--- config.mk ---
export PLATFORM = sky130hd
export DESIGN_NAME = dmem_arbiter
export DESIGN_NICKNAME = d
export VERILOG_FILES = /design/src/rtl/dmem_arbiter.sv
export SDC_FILE = /design/constraint.sdc
export NUM_CORES = 1
export LEC_CHECK = 0
export CAP_MARGIN = 20
export CORE_AREA = 2 2 121 123
export CTS_CLUSTER_DIAMETER = 120
export DETAILED_ROUTE_END_ITERATION = 12
export DIE_AREA = 0 0 123 125
export DONT_BUFFER_PORTS = 1
export GPL_TIMING_DRIVEN = 0
export HOLD_SLACK_MARGIN = 0.02
export PLACE_DENSITY_LB_ADDON = 0.2
export SETUP_SLACK_MARGIN = 0.15
export SYNTH_ARGS = -nofsm -noshare
export SYNTH_HDL_FRONTEND = slang
export SYNTH_SLANG_ARGS = --single-unit
--- constraint.sdc ---
create_clock -name i_clk -period 1.9 [get_ports i_clk]
set_input_delay 0.475 -clock i_clk [delete_from_list [all_inputs] [get_ports i_clk]]
set_output_delay 0.475 -clock i_clk [all_outputs]
set_load 0.01 [all_outputs]
--- src/rtl/dmem_arbiter.sv ---
// Round-robin arbiter sharing one data memory between the core LSU (port 0)
// and a debug/DMA requester (port 1), with registered per-port load return.
module dmem_arbiter #(
  parameter int ADDR_W = 32,
  parameter int DATA_W = 32
) (
  input  logic              i_clk,
  input  logic              i_reset,
  input  logic              i_p0_req,
  input  logic [ADDR_W-1:0] i_p0_addr,
  input  logic [DATA_W-1:0] i_p0_wdata,
  input  logic [3:0]        i_p0_bmask,
  input  logic              i_p0_wren,
  input  logic              i_p1_req,
  input  logic [ADDR_W-1:0] i_p1_addr,
  input  logic [DATA_W-1:0] i_p1_wdata,
  input  logic [3:0]        i_p1_bmask,
  input  logic              i_p1_wren,
  output logic              o_p0_gnt,
  output logic              o_p0_rvalid,
  output logic [DATA_W-1:0] o_p0_rdata,
  output logic              o_p0_err,
  output logic              o_p1_gnt,
  output logic              o_p1_rvalid,
  output logic [DATA_W-1:0] o_p1_rdata,
  output logic              o_p1_err,
  output logic [ADDR_W-1:0] o_mem_addr,
  output logic [DATA_W-1:0] o_mem_wdata,
  output logic [3:0]        o_mem_bmask,
  output logic              o_mem_wren,
  input  logic [DATA_W-1:0] i_mem_rdata
);

  typedef enum logic [1:0] {
    IDLE = 2'b00,
    OWN0 = 2'b01,
    OWN1 = 2'b10
  } state_t;

  state_t r_state, w_state_next;
  logic   r_last, w_last_next;

  always_ff @(posedge i_clk or negedge i_reset) begin
    if (!i_reset) begin
      r_state <= IDLE;
      r_last  <= 1'b1;
    end else begin
      r_state <= w_state_next;
      r_last  <= w_last_next;
    end
  end

  // Reset forces the state to IDLE asynchronously, so the memory strobes
  // below drop immediately and an in-flight store never commits.
  always_comb begin
    w_state_next = IDLE;
    w_last_next  = r_last;
    o_mem_addr   = '0;
    o_mem_wdata  = '0;
    o_mem_bmask  = '0;
    o_mem_wren   = 1'b0;

    case ({i_p1_req, i_p0_req})
      2'b01:   w_state_next = OWN0;
      2'b10:   w_state_next = OWN1;
      2'b11:   w_state_next = r_last ? OWN0 : OWN1;
      default: w_state_next = IDLE;
    endcase

    if (w_state_next == OWN0) w_last_next = 1'b0;
    if (w_state_next == OWN1) w_last_next = 1'b1;

    case (r_state)
      OWN0: begin
        o_mem_addr  = i_p0_addr;
        o_mem_wdata = i_p0_wdata;
        o_mem_bmask = i_p0_bmask;
        o_mem_wren  = i_p0_wren;
      end
      OWN1: begin
        o_mem_addr  = i_p1_addr;
        o_mem_wdata = i_p1_wdata;
        o_mem_bmask = i_p1_bmask;
        o_mem_wren  = i_p1_wren;
      end
      default: ;
    endcase
  end

  logic [1:0] w_own, w_wren, w_aerr;

  assign w_own  = {r_state == OWN1, r_state == OWN0};
  assign w_wren = {i_p1_wren, i_p0_wren};
  // Only the low 2 KiB are backed by memory; anything above flags an error.
  assign w_aerr = {|i_p1_addr[ADDR_W-1:11], |i_p0_addr[ADDR_W-1:11]};

  genvar gi;
  generate
    for (gi = 0; gi < 2; gi++) begin : g_port
      logic              r_rvalid;
      logic              r_err;
      logic [DATA_W-1:0] r_rdata;

      always_ff @(posedge i_clk or negedge i_reset) begin
        if (!i_reset) begin
          r_rvalid <= 1'b0;
          r_err    <= 1'b0;
          r_rdata  <= '0;
        end else begin
          r_rvalid <= w_own[gi] & ~w_wren[gi];
          r_err    <= w_own[gi] & w_aerr[gi];
          if (w_own[gi] & ~w_wren[gi]) r_rdata <= i_mem_rdata;
        end
      end
    end
  endgenerate

  assign o_p0_gnt    = w_own[0];
  assign o_p1_gnt    = w_own[1];
  assign o_p0_rvalid = g_port[0].r_rvalid;
  assign o_p1_rvalid = g_port[1].r_rvalid;
  assign o_p0_err    = g_port[0].r_err;
  assign o_p1_err    = g_port[1].r_err;
  assign o_p0_rdata  = g_port[0].r_rdata;
  assign o_p1_rdata  = g_port[1].r_rdata;

endmodule

Word-level counts from Yosys, hierarchy flattened:

Index checks and enable logic that the tools add are counted.

* output and inout port bits: 139
* logic and storage cells: 32
* register bits: 71

* bitwise operators: 6
* reduce and logical (&&, ||, !) cells: 3
* equal/unequal tests: 7
* mux-type cells: 8

Operators with widths (number)
* one-hot mux 32 bit (2 select lines): 2
* OR reduction 21 bit: 2
* == test 2 bit (second input constant): 4
* one-hot mux 4 bit (2 select lines): 1
* == test 2 x 1 -> 1 bit (second input constant): 3
* one-hot mux 2 bit (3 select lines): 1
* AND 1 bit: 4
* two-way mux 1 bit: 2
* two-way mux 2 bit: 1
* inverter 1 bit: 2
* one-hot mux 1 bit (2 select lines): 1
* nonzero test 2 bit: 1

Depth between registers and ports, before layout:

Gate-level depths: netlist of run 1.

* depth in word-level cells: 5
* depth in mapped cells: 7

Least setup slack after synthesis of run 1:

No wires, ideal clock.

* path kind: reg-to-output
* from: reg r_state[0]
* to: out o_mem_addr[10]
* slack: 0.036 ns
* cell stages (with the launch flop): 7
* arrival: 1.389 ns
* path buffers: 3
* cells stage by stage: dfrtp_1 inv_1 ha_1 clkbuf_1 buf_2 buf_1 nor2_1

* word-level cells in the longest chain between the ends: 2

RTL lines
* start: declaration: RTL line 40 `state_t r_state, w_state_next;`
* start signal: assignment: RTL line 48 `r_state <= w_state_next;`
* == test 2 bit or == test 2 x 1 -> 1 bit (tied branches): RTL line 73 `case (r_state)`
* one-hot mux 32 bit (2 select lines) *: RTL line 73
* end: declaration: RTL line 27 `output logic [ADDR_W-1:0] o_mem_addr,`

Every way passes the cells marked *; elsewhere a longest branch is shown, timed or not.

Worst setup path after layout of run 1:

* from: reg r_state[0]
* to: out o_mem_addr[25]

* word-level cells in the longest chain between the ends: 2

RTL lines
* == test 2 bit
* via o_p1_gnt: RTL line 23 `output logic o_p1_gnt,`
* one-hot mux 32 bit (2 select lines): RTL line 73

The timed path passes the listed nets, and every way through them passes these cells.

==> results of run 1 <==
[stage by stage]
step                      cells   util  worst slack (ps)
after global placement      516  0.272              -420
after CTS                   540  0.352              -255
after floorplan             332      -              99.6
after detailed placement    516  0.272              -441
after global routing        544  0.383              -333
final                       544  0.383              -269
[sequential cells by signal (all words and copies together), names as in the netlist]
name         cells
o_p1_err         1
r_last           1
o_p0_err         1
o_p1_rvalid      1
o_p1_rdata      32
o_p0_rdata      32
o_p0_rvalid      1
r_state          2
[per-layer routing]
metal | part of all wire | vias up
met5 | 0 | -
met2 | 0.49 | 214
met3 | 0.12 | 39
met4 | 0.045 | 0
met1 | 0.35 | 1540
li1 | - | 1268
[cells by family after synthesis]
family / share of synthesized area
buf+inv: 0.0487
mux: 0.202
flops: 0.491
fa+ha+maj: 0.0104
simple gates: 0.0957
compound gates: 0.152
[power breakdown]
group / switching [uW] / internal (uW)
Clock: 637 / 1180
Sequential: 744 / 2130
Combinational: 1320 / 1370
Total: 2700 / 4680
[layout by cell type, fill, tap and decap left out, drive strengths merged, types with 2 or more instances in the layout]
cell / n
bufinv: 2
buf: 39
ha: 3
a22oi: 69
nor3: 2
nand4: 2
inv: 5
clkbuf: 16
nor2: 69
or4: 2
clkinv: 2
nor4: 6
dfrtp: 70
mux2: 65
o41a: 2
[worst max-delay path, delay by kind of cell, from the launching register on]
kind | cells | cell delay (ps)
AND/OR/NAND/NOR | 1 | 130
AO/OA/AOI/OAI | 1 | 280
buffers and inverters | 3 | 360
flip-flops | 1 | 410
adder cells (fa/ha/maj) | 1 | 180
[worst paths after layout]
kind                            slack, ps           start              to
worst max-delay path                 -270      r_state[0]  o_mem_addr[25]
worst min-delay path                 -170         i_reset  o_p1_rdata[23]
worst max register to register         20      r_state[0]  o_p1_rdata[10]
worst min register to register        580  o_p1_rdata[22]  o_p1_rdata[22]
max in group asynchronous            1880         i_reset          r_last
min in group i_clk                    240        i_p0_req      r_state[1]
[final cells by class]
type                            count  area share
Sequential cell                    71       0.327
Clock buffer                       11      0.0446
Timing Repair Buffer               12      0.0407
Buffer                             32      0.0826
Clock inverter                      5      0.0150
Inverter                            5     0.00345
Multi-Input combinational cell    224       0.444
Tap cell                          184      0.0423
[timing repair]
item	in CTS	in global routing
setup buffers	5	1
pin swaps	20	24
hold endpoints to repair	71	71
setup endpoints to repair	130	129
cloned	3	3
resized for setup	188	100
==> results.json, run 1 <==
{
  "synthTopCellsByCount": "dfrtp_1, a22oi_1, nor2_1",
  "finalSetupViolCount": 69,
  "async_flop_share": 1.00,
  "die_h_um": 125,
  "synth_top_area_frac": 0.484,
  "cts_tree": "done",
  "diodes": 0,
  "crit_required_ps": 1420,
  "synth_edf_count": 0,
  "clock-root-buffer": "clkbuf_16",
  "ys_ff_latch": 71,
  "maxCapViolCount": 0,
  "die_x_um": 123,
  "min_period_ps": 2170,
  "fin_ws_ps": -269,
  "place_area_mm2": 0.00386,
  "rsz0062_at_grt": "yes",
  "ys_seq_area_frac": 0.491,
  "grt_max_degree": 72,
  "initial_utilization": 0.255,
  "worstPathArrival_ps": 1690,
  "r2r_cells": 9,
  "clk_pin_slew_ps": 60,
  "use_met3": 0.0794,
  "grt_util_all_layers": 0.172,
  "cp_max_fo": 10,
  "cts_max_path_buffers": 2,
  "relSlewSlack": 0.715,
  "ant_nets": 0,
  "drt_iter0_markers": 70,
  "fin_area_mm2": 0.00544,
  "drive_above_1_share": 0.708,
  "crit_path_end_kind": "output port",
  "crit_slowest_cell": "dfrtp_1",
  "status": "finished, violations left",
  "syn_nets": 509,
  "hold_path.class": "in -> async",
  "synth_cell_types": 22,
  "maxSlewViolCount": 0,
  "final_hold_viol_count": 71,
  "via_count": 3061,
  "grt_pass1_wl_um": 19300,
  "fin_tns_setup_ps": -11370,
  "finalClockSkew_ps": 3.32,
  "p_per_area_mw_per_mm2": 1360,
  "leakage_uw": 0.00199,
  "avgSynthCellArea_um2": 10.9,
  "synth_most_common_cell": "dfrtp_1",
  "use_met1": 0.185,
  "rows": 44,
  "routed_wl_um": 14500,
  "netlist_area_mm2": 0.00362,
  "gp_congestion": 0.797,
  "timing.final.crit_share": 1.14,
  "io_pins": 313,
  "grt_antenna_before_repair": 0,
  "vdd_drop_max_mv": 0.761,
  "register_area_mm2": 0.00178,
  "clock_latency_ps": 330,
  "total_power_uw": 7380,
  "critPathLaunchType": "flop",
  "fill_cells": 1363,
  "synthToLayoutAreaGrowth_pct": 50.1,
  "yosysTopAreaCell": "dfrtp_1",
  "yosys_most_used_dff": "dfrtp_1",
  "post_drt_wl_per_cell_um": 26.6,
  "worst_pin_slew_ps": 424,
  "core_mm2": 0.0142,
  "top_usage_layer": "met2",
  "timing.hold.ws_ps": -167,
  "multi_input_area_mm2": 0.00241,
  "htreeDepth": 3,
  "first_pass_iters": 4,
  "critPathKind": "reg -> out",
  "fmax_ghz": 0.461,
  "fin_nets": 532,
  "portBuffers": 0,
  "die-area_mm2": 0.0154,
  "use_met2": 0.281,
  "yosysWarningCount": 0,
  "synthTopCellsByArea": "dfrtp_1, mux2_2, a22oi_1",
  "grt_pass1_vias": 3249,
  "cp_cell_sequence": "inv_2, ha_4, buf_12, buf_8, a22oi_1, nor2_2",
  "route.detailed.drc": 0,
  "cts_made_buffers": 9,
  "overflow": 0,
  "cts.sinks": 71,
  "hpwl_um": 10600,
  "netlist_instances": 332,
  "detail_route.vias_per_cell": 5.63,
  "cpPeakStageDelay_ps": 410,
  "violations": "negative hold slack, negative setup slack"
}
No activity file was read; power rests on OpenSTA's default activity.
==> inputs of run 2 (changes only) <==
--- a/config.mk
+++ b/config.mk
@@ -5,6 +5,7 @@
 export SDC_FILE = /design/constraint.sdc
 export NUM_CORES = 1
 export LEC_CHECK = 0
+export ABC_AREA = 1
 export CAP_MARGIN = 20
 export CORE_AREA = 2 2 121 123
 export CTS_CLUSTER_DIAMETER = 120
==> results.json, run 2 <==
{
  "leakage_uw": 0.00229,
  "finalClockSkew_ps": 5.94,
  "final_hold_viol_count": 70,
  "cpPeakStageDelay_ps": 420,
  "grt_antenna_before_repair": 0,
  "ys_ff_latch": 71,
  "cp_cell_sequence": "inv_2, ha_4, buf_12, buf_4, nand2_1, a21oi_2",
  "die_h_um": 125,
  "clock-root-buffer": "clkbuf_16",
  "r2r-start": "r_state[0]",
  "clk_pin_slew_ps": 60,
  "r2r_setup_slack_ps": 280,
  "fill_cells": 1433,
  "grt_pass1_vias": 3952,
  "synth_most_common_cell": "nand2_1",
  "grt_max_degree": 72,
  "avgSynthCellArea_um2": 7.70,
  "syn_nets": 711,
  "async_flop_share": 1.00,
  "r2r_cells": 9,
  "timing.hold.ws_ps": -163,
  "ant_nets": 0,
  "portBuffers": 0,
  "crit_path_end_kind": "output port",
  "vdd_drop_max_mv": 0.587,
  "initial_utilization": 0.290,
  "cts_tree": "done",
  "timing.final.crit_share": 1.11,
  "wl_met2_um": 7590,
  "ys_seq_area_frac": 0.432,
  "cts.sinks": 71,
  "p_per_area_mw_per_mm2": 1260,
  "synth_cell_types": 19,
  "crit_slowest_cell": "dfrtp_1",
  "netlist_instances": 534,
  "met3WireLength_um": 1580,
  "post_drt_wl_per_cell_um": 21.0,
  "worstPathArrival_ps": 1630,
  "core_mm2": 0.0142,
  "fin_nets": 729,
  "hpwl_um": 11800,
  "synthTopCellsByArea": "dfrtp_1, nand2_1, o21ai_2",
  "yosys_most_used_dff": "dfrtp_1",
  "final_common_cell": "nand2_1",
  "stdcell_count": 742,
  "routed_wl_um": 15600,
  "drive_above_1_share": 0.387,
  "crit_start": "r_state[1]",
  "netlist_area_mm2": 0.00411,
  "hold_path.class": "in -> async",
  "dp.cells": 718,
  "total_power_uw": 6940,
  "worst_pin_slew_ps": 299,
  "yosysWarningCount": 0,
  "cts_made_buffers": 9,
  "fin_ws_ps": -208,
  "clock_latency_ps": 330,
  "rsz0062_at_grt": "yes",
  "rows": 44,
  "layout_common_cells": "nand2_1, dfrtp_1, o21ai_2",
  "yosysTopAreaCell": "dfrtp_1",
  "maxSlewViolCount": 0,
  "grt_util_all_layers": 0.189,
  "synthTopCellsByCount": "nand2_1, a21oi_1, dfrtp_1",
  "die_x_um": 123,
  "crit_required_ps": 1420,
  "gp_congestion": 0.874,
  "grt_pass1_wl_um": 21500,
  "relSlewSlack": 0.801,
  "status": "finished, violations left",
  "die-area_mm2": 0.0154,
  "critPathKind": "reg -> out",
  "r2r_end": "o_p0_rdata[29]",
  "synth_edf_count": 0,
  "fmax_ghz": 0.474,
  "wl_met1_um": 5600,
  "via_count": 3789,
  "cts_max_path_buffers": 2,
  "route.detailed.drc": 0,
  "maxCapViolCount": 0,
  "io_pins": 313,
  "overflow": 0,
  "first_pass_iters": 6,
  "violations": "negative hold slack, negative setup slack",
  "drt_iter0_markers": 143,
  "cp_max_fo": 10,
  "min_period_ps": 2110,
  "synth_top_area_frac": 0.426,
  "critPathLaunchType": "flop",
  "highest_layer": "met4",
  "detail_route.vias_per_cell": 5.11,
  "htreeDepth": 3,
  "synthToLayoutAreaGrowth_pct": 34.3,
  "finalSetupViolCount": 69
}
[run 2: changes by cell type in the layout (fill, tap and decap cells not counted), sizes merged, moves of 6 or more]
cell	delta
inv	+40
a21oi	+69
mux2	-64
nor4	-6
nand2	+214
nor2	-43
o21ai	+64
a22oi	-69
[run 2: cell type report]
class	count	area (um^2)	share of cell area
antenna	2	5.00	0.000906
timing repair buffer	7	115	0.0208
sequential	71	1780	0.322
inverter	44	175	0.0317
clock buffer	10	239	0.0433
tap	184	230	0.0417
buffer	36	453	0.0820
multi-input combinational	383	2490	0.451
clock inverter	5	33.8	0.00612
[run 2: stage by stage]
stage / hold slack, ps / area, um^2 / setup TNS (ps) / setup WS, ps / utilization
finish: -163 / 5520 / -10210 / -208 / 0.389
global route: -185 / 5520 / -14630 / -262 / 0.388
CTS: -178 / 5330 / -11920 / -228 / 0.375
detailed placement: 181 / 4340 / -7370 / -446 / 0.306
global placement: 181 / 4340 / -6700 / -432 / 0.306
floorplan: 179 / 4110 / 0 / 122 / -
[run 2: cells by family (layout without fill, tap and decap cells)]
logic type	Yosys count	after routing	share of synthesized area
muxes	1	1	0.00274
buffers and inverters	80	102	0.104
AOI/OAI and AO/OA	135	135	0.219
adders and majority gates	3	3	0.00913
and+or+nand+nor	244	244	0.232
DFF	71	71	0.432
other	0	2	0
[run 2: how the worst max path moves through the flow]
| stage | end | slack (ps) | depth (start not counted) |
|---|---|---|---|
| after floorplan | o_mem_addr[10] | 120 | 6 |
| after global placement | o_mem_addr[27] | -430 | 6 |
| after detailed placement | o_mem_addr[27] | -450 | 6 |
| after CTS | o_mem_addr[27] | -230 | 6 |
| after global routing | o_mem_wdata[31] | -260 | 7 |
| final | o_mem_wdata[25] | -210 | 6 |
[run 2: routing by layer]
layer	vias to the layer above	track usage
met2	205	0.324
met1	1819	0.195
met3	38	0.0725
met4	0	0.106
li1	1727	-
met5	-	0
[run 2: what timing repair did]
action / in CTS / in global routing
gates resized for setup: 154 / 34
pin swaps: 48 / 26
gates cloned: 1 / 1
buffers inserted: 4 / 1
hold endpoints to repair: 71 / 71
setup endpoints to repair: 69 / 69
[run 2: critical path, delay by kind of cell (launching register included)]
| family | cells | cell delay, ps |
|---|---|---|
| flip-flops | 1 | 420 |
| buffers and inverters | 3 | 390 |
| AO/OA/AOI/OAI | 1 | 220 |
| adder cells (fa/ha/maj) | 1 | 170 |
| AND/OR/NAND/NOR | 1 | 90 |
[run 2: report_power, final]
part	internal (uW)	total, uW	leakage, uW	switching (uW)
Combinational	1070	2630	0.00128	1560
Sequential	2070	2770	0.000884	705
Clock	911	1540	0.000131	630
